$ cat config.mk
export PLATFORM = sky130hd
export DESIGN_NAME = burst_grant_lock
export DESIGN_NICKNAME = d
export VERILOG_FILES = /design/src/rtl/burst_grant_pkg.sv /design/src/rtl/burst_grant_lock_prio_pick.sv /design/src/rtl/burst_grant_lock.sv
export SDC_FILE = /design/constraint.sdc
export NUM_CORES = 1
export LEC_CHECK = 0
export ABC_CLOCK_PERIOD_IN_PS = 5100
export BUFFER_PORTS_ARGS = -buffer_cell sky130_fd_sc_hd__buf_2
export CORE_ASPECT_RATIO = 0.9
export CORE_MARGIN = 4
export CORE_UTILIZATION = 48
export CTS_CLUSTER_SIZE = 20
export DETAILED_ROUTE_END_ITERATION = 12
export GPL_ROUTABILITY_DRIVEN = 0
export GPL_TIMING_DRIVEN = 0
export PLACE_DENSITY_LB_ADDON = 0.05
export SLEW_MARGIN = 20
export SYNTH_ARGS = -nofsm -noshare
export SYNTH_HDL_FRONTEND = slang
export SYNTH_SLANG_ARGS = --single-unit
export TNS_END_PERCENT = 10
$ cat constraint.sdc
create_clock -name clk_i -period 5.1 [get_ports clk_i]
set_input_delay 1.02 -clock clk_i [delete_from_list [all_inputs] [get_ports clk_i]]
set_output_delay 1.02 -clock clk_i [all_outputs]
set_load 0.01 [all_outputs]
$ cat src/rtl/burst_grant_pkg.sv
// rtl/burst_grant_pkg.sv - shared types and constants for burst_grant_lock
// Contents: state_e (IDLE/LOCK), PKT_CNT_W (completed-packet counter width),
// idx_width() (bits needed to index n ports, never less than 1).
package burst_grant_pkg;

    typedef enum logic {
        IDLE = 1'b0,
        LOCK = 1'b1
    } state_e;

    localparam int PKT_CNT_W = 16;

    function automatic int idx_width(input int n);
        return (n > 1) ? $clog2(n) : 1;
    endfunction

endpackage

$ cat src/rtl/burst_grant_lock_prio_pick.sv
// rtl/burst_grant_lock_prio_pick.sv - lowest-index-first one-hot picker with index encoder
// Ports:
//   req_i    in  NUM_PORTS  request vector, bit 0 highest priority
//   onehot_o out NUM_PORTS  lowest set bit of req_i (zero when req_i is zero)
//   idx_o    out IDX_W      index of the picked bit
//   any_o    out 1          req_i is non-zero
module prio_pick
    import burst_grant_pkg::*;
#(
    parameter int NUM_PORTS = 4,
    parameter int IDX_W     = idx_width(NUM_PORTS)
) (
    input  logic [NUM_PORTS-1:0] req_i,
    output logic [NUM_PORTS-1:0] onehot_o,
    output logic [IDX_W-1:0]     idx_o,
    output logic                 any_o
);

    always_comb begin
        // x & -x isolates the lowest set bit.
        onehot_o = req_i & (~req_i + NUM_PORTS'(1));
        // onehot_o has at most one bit set, so OR-ing indices is an exact encoder.
        idx_o = '0;
        for (int i = 0; i < NUM_PORTS; i++) begin
            if (onehot_o[i]) begin
                idx_o = idx_o | IDX_W'(i);
            end
        end
    end

    assign any_o = |req_i;

endmodule

$ cat src/rtl/burst_grant_lock.sv
// rtl/burst_grant_lock.sv - packet-level grant lock and output mux behind a fixed-priority arbiter
// Optional feature macro: BURST_GRANT_TIMEOUT_EN (idle-owner forced release, adds timeout_o).
// Ports:
//   clk_i, rst_ni           clock, asynchronous active-low reset
//   req_i/last_i/data_i     per-port valid, end-of-packet, data (port p at [p*DATA_W +: DATA_W])
//   ready_i                 downstream accept
//   ready_o                 per-port accept, only the owner's bit can be high
//   valid_o/data_o/last_o   output beat, combinational from the locked owner's inputs
//   owner_o, busy_o         locked port index, grant-held flag
//   timeout_o               one-cycle forced-release pulse (only with BURST_GRANT_TIMEOUT_EN)
//   pkt_cnt_o               completed-packet counter, wraps
module burst_grant_lock
    import burst_grant_pkg::*;
#(
    parameter int NUM_PORTS = 4,
    parameter int DATA_W    = 8,
    parameter int TIMEOUT   = 15
) (
    input  logic                        clk_i,
    input  logic                        rst_ni,
    input  logic [NUM_PORTS-1:0]        req_i,
    input  logic [NUM_PORTS-1:0]        last_i,
    input  logic [NUM_PORTS*DATA_W-1:0] data_i,
    input  logic                        ready_i,
    output logic [NUM_PORTS-1:0]        ready_o,
    output logic                        valid_o,
    output logic [DATA_W-1:0]           data_o,
    output logic                        last_o,
    output logic [$clog2(NUM_PORTS)-1:0] owner_o,
    output logic                        busy_o,
`ifdef BURST_GRANT_TIMEOUT_EN
    output logic                        timeout_o,
`endif
    output logic [PKT_CNT_W-1:0]        pkt_cnt_o
);

    localparam int IDX_W = idx_width(NUM_PORTS);

    state_e                 state_q, state_d;
    logic [NUM_PORTS-1:0]   grant_q, grant_d;
    logic [IDX_W-1:0]       owner_q, owner_d;
    logic [PKT_CNT_W-1:0]   pkt_cnt_q, pkt_cnt_d;

    logic [NUM_PORTS-1:0]   pick_onehot;
    logic [IDX_W-1:0]       pick_idx;
    logic                   pick_any;

    logic                   in_lock;
    logic                   owner_valid;
    logic                   owner_last;
    logic [DATA_W-1:0]      owner_data;
    logic                   xfer;

`ifdef BURST_GRANT_TIMEOUT_EN
    localparam int TO_W = $clog2(TIMEOUT + 1);
    logic [TO_W-1:0]        to_cnt_q, to_cnt_d;
    logic                   timeout_q, timeout_d;
`endif

    prio_pick #(
        .NUM_PORTS (NUM_PORTS),
        .IDX_W     (IDX_W)
    ) u_prio_pick (
        .req_i    (req_i),
        .onehot_o (pick_onehot),
        .idx_o    (pick_idx),
        .any_o    (pick_any)
    );

    // Output path is combinational through the registered owner so a locked
    // port can stream one beat per cycle with no added latency.
    assign in_lock     = (state_q == LOCK);
    assign owner_valid = req_i[owner_q];
    assign owner_last  = last_i[owner_q];
    assign owner_data  = data_i[owner_q*DATA_W +: DATA_W];

    assign valid_o = in_lock & owner_valid;
    assign last_o  = in_lock & owner_last;
    assign data_o  = in_lock ? owner_data : '0;
    assign ready_o = in_lock ? (grant_q & {NUM_PORTS{ready_i}}) : '0;
    assign xfer    = valid_o & ready_i;

    assign owner_o   = owner_q;
    assign busy_o    = in_lock;
    assign pkt_cnt_o = pkt_cnt_q;
`ifdef BURST_GRANT_TIMEOUT_EN
    assign timeout_o = timeout_q;
`endif

    always_comb begin
        state_d   = state_q;
        grant_d   = grant_q;
        owner_d   = owner_q;
        pkt_cnt_d = pkt_cnt_q;
`ifdef BURST_GRANT_TIMEOUT_EN
        to_cnt_d  = to_cnt_q;
        timeout_d = 1'b0;
`endif
        case (state_q)
            IDLE: begin
                if (pick_any) begin
                    state_d = LOCK;
                    grant_d = pick_onehot;
                    owner_d = pick_idx;
`ifdef BURST_GRANT_TIMEOUT_EN
                    to_cnt_d = '0;
`endif
                end
            end
            LOCK: begin
                if (xfer) begin
`ifdef BURST_GRANT_TIMEOUT_EN
                    to_cnt_d = '0;
`endif
                    if (owner_last) begin
                        state_d   = IDLE;
                        grant_d   = '0;
                        pkt_cnt_d = pkt_cnt_q + PKT_CNT_W'(1);
                    end
                end
`ifdef BURST_GRANT_TIMEOUT_EN
                // This cycle is the TIMEOUT-th idle-owner cycle: release without counting.
                else if (!owner_valid) begin
                    if (to_cnt_q == TO_W'(TIMEOUT - 1)) begin
                        state_d   = IDLE;
                        grant_d   = '0;
                        timeout_d = 1'b1;
                        to_cnt_d  = '0;
                    end else begin
                        to_cnt_d = to_cnt_q + TO_W'(1);
                    end
                end
`endif
            end
            default: state_d = IDLE;
        endcase
    end

    always_ff @(posedge clk_i or negedge rst_ni) begin
        if (!rst_ni) begin
            state_q   <= IDLE;
            grant_q   <= '0;
            owner_q   <= '0;
            pkt_cnt_q <= '0;
`ifdef BURST_GRANT_TIMEOUT_EN
            to_cnt_q  <= '0;
            timeout_q <= 1'b0;
`endif
        end else begin
            state_q   <= state_d;
            grant_q   <= grant_d;
            owner_q   <= owner_d;
            pkt_cnt_q <= pkt_cnt_d;
`ifdef BURST_GRANT_TIMEOUT_EN
            to_cnt_q  <= to_cnt_d;
            timeout_q <= timeout_d;
`endif
        end
    end

endmodule
==> impl_metrics.tcl <==
set metrics [dict create \
    cts_root_buffer "clkbuf_4" \
    ctsResizeCount 0 \
    slew_headroom_pct 65.99 \
    grt_pass1_vias 1322 \
    tightest_slew_ns 0.5102 \
    worstPathRequired_ns 4.08 \
    regArea_sq_um 575.6 \
    die_width_um 65.54 \
    syn2layout_area_growth_pct 31.58 \
    diodes 0 \
    ios 76 \
    synthMuxAreaShare_pct 17.24 \
    path_delay_family "multiplexers" \
    cts.clk_slew.worst_paths_ns 0.12 \
    grt_max_degree 24 \
    synth.distinct_cells 30 \
    p_leak_nw 0.9333 \
    grtUsageTotal_pct 19.42 \
    p_int_mw 0.4693 \
    vdd_drop_max_v 0.0002802 \
    drtIter0Drc 55 \
    rows 18 \
    clkPwrFrac_pct 10.5 \
    switchingPower_mw 0.2921 \
    cts_buffers 3 \
    cts_sinks 23 \
    fmax_ghz 0.3368 \
    cts_max_level 1 \
    crit_chain "buf_2, mux4_2, and2_1, buf_2" \
    final_cell_area_sq_um 1882 \
    mostFrequentLayoutCell "buf_2" \
    critPathArrivalTime_ns 1.95 \
    critical_path.startpoint "req_i[1]" \
    dp_hpwl_um 2846 \
    netlist_instances 133 \
    synth_seq_cells 23 \
    cp_common_cell "buf_2" \
    synth-simple-area-share_pct 22.66 \
    synth_nets 177 \
    finalSetupViolCount 0 \
    avgSynthCellArea_sq_um 10.75 \
    post-cts-setup-buffers 0 \
    hold_buffers 0 \
    start_util_pct 51.21 \
    routedWlPerCell_um 13.88 \
    via_count 1321 \
    drv_slew 0 \
    first_pass_iters 4 \
    fin_worst_skew_ns 0.005880 \
    timing.rr.start "owner_o[0]" \
    start_kind "primary input" \
    postRouteAntennaNets 0 \
    powerDensity_nw_per_um2 404.6 \
    hold_viol 0 \
    cts_buffer_depth 2 \
    yosysSeqAreaShare_pct 40.24 \
    layout-drive-gt1-share_pct 45.28 \
    ys.flop_type "dfrtp_1" \
    placed_area_sq_um 1856 \
    path_class "in -> out" \
    finalNonFillerCells 252 \
    synth_top_family_by_area "simple AND/OR/NAND/NOR gates" \
    cts_tree "yes" \
    synth_xor_area_share_pct 9.186 \
    vias_per_cell 5.242 \
    fin_nets 257 \
    grt_pass1_wl_um 5837 \
    synth_edf_count 0 \
    ys_warn_count 0 \
    fin_crit_ns 2.969 \
    dp.cells 248 \
    min_from "pkt_cnt_o[11]" \
    antenna_found_initial 0 \
    crit_path_top_delay_cell "mux4_2" \
    swShare_pct 38.36 \
    fin_crit_sh_pct 58.22 \
    path_max_fanout 7 \
    status "finished, final reports clean" \
    gr-total-overflow 0 \
    dieArea_sq_um 3918 \
    rsz0062_at_grt "no" \
    crit_path_end_kind "primary output" \
    final_cell_mix "buf_2 (76), dfrtp_1 (23), xnor2_1 (13)" \
    maxCapViolations 0 \
    synth_compound_area_share_pct 5.249 \
    synthArstFlopShare_pct 100.0 \
    fillers 279 \
    insertion_delay_ns 0.30 \
    routed_wirelength_um 3497 \
    drc 0 \
    io_buffers 75 \
    die_h_um 59.78 \
    syn_area_sq_um 1430 \
    core_sq_um 2793 \
    multi_input_area_sq_um 789.5 \
    hold_class "reg -> reg" \
    crit_buf_inv 2 \
    fin_tns_setup_ns 0 \
    synthAdderAreaFrac_pct 0.8749 \
    power_frac_comb_pct 55.6 \
    seqPwrFrac_pct 33.9 \
    max_stage_delay_ns 0.49 \
]
==> synth_stat cells (3+ instances only) <==
master     n  area [sq um]
xnor2_1   13         113.9
nand3_1    4         20.02
nand3_2    3         30.03
clkbuf_1   3         11.26
dfrtp_1   23         575.6
nand4_1    6         37.54
nor3_1     4         20.02
mux4_2    10         225.2
a21oi_1    3         15.01
inv_1      5         18.77
and3_1     8         50.05
nor2_1     9         33.78
o22ai_1    3         18.77
and2_1    12         75.07
nand2_1    7         26.28
==> cell type report <==
class                           count  share of cell area, %
Sequential cell                    23                  30.59
Buffer                              7                  2.460
Clock buffer                        4                  1.396
Timing Repair Buffer               75                  19.95
Inverter                            5                 0.9973
Multi-Input combinational cell     98                  41.95
Tap cell                           40                  2.660
==> path summary, 6_finish.rpt <==
path | cells past startpoint | endpoint | slack [ns]
worst max-delay path | 4 | valid_o | 2.13
worst min-delay path | 1 | pkt_cnt_o[11] | 0.50
worst max register to register | 6 | pkt_cnt_o[5] | 3.39
worst min register to register | 1 | pkt_cnt_o[11] | 0.50
max in group asynchronous | 1 | busy_o | 4.08
min in group asynchronous | 1 | pkt_cnt_o[14] | 0.67
==> per-stage QoR <==
| stage | utilization (%) | hold slack, ns | setup WS (ns) | total power [mW] |
|---|---|---|---|---|
| after floorplan | - | 0.4789 | 2.407 | 0.5446 |
| after global placement | 66.44 | 0.4583 | 2.136 | 0.6804 |
| after detailed placement | 66.44 | 0.4811 | 2.132 | 0.6945 |
| after CTS | 67.38 | 0.5008 | 2.118 | 0.7768 |
| after global routing | 67.38 | 0.5219 | 2.021 | 0.8262 |
| final | 67.38 | 0.4959 | 2.131 | 0.7614 |
==> state kept, by name, indices dropped and copies added (netlist names) <==
| register | flops |
|---|---|
| busy_o | 1 |
| pkt_cnt_o | 16 |
| grant_q | 4 |
| owner_o | 2 |
==> kinds of logic after synthesis <==
family | after synthesis
flip-flops | 23
AND/OR/NAND/NOR | 58
adder cells (fa/ha/maj) | 1
multiplexers | 12
buffers and inverters | 12
AO/OA/AOI/OAI | 12
XOR/XNOR | 15
==> worst reg2reg max path: stages, from the launching register on <==
cell     delay (ns)
dfrtp_1        0.44
mux4_2         0.54
and3_1         0.19
buf_6          0.13
buf_6          0.14
nand2_1        0.08
xnor2_1        0.12
==> power groups by stage <==
stage / registers (mW) / clock network, mW / logic (mW)
after global routing: 0.266 / 0.0958 / 0.465
final: 0.258 / 0.0798 / 0.423
after global placement: 0.260 / 0 / 0.421
after floorplan: 0.269 / 0 / 0.276
after CTS: 0.259 / 0.0854 / 0.433
after detailed placement: 0.262 / 0 / 0.432
==> layer usage <==
metal | GRT usage (%) | share of wire (%) | vias to the layer above
li1 | - | - | 641
met1 | 23.37 | 40 | 624
met2 | 35.06 | 52 | 52
met3 | 5.451 | 7.3 | 4
met4 | 3.846 | 0.89 | 0
met5 | 0 | 0 | -
(Power assumes the default switching activity.)
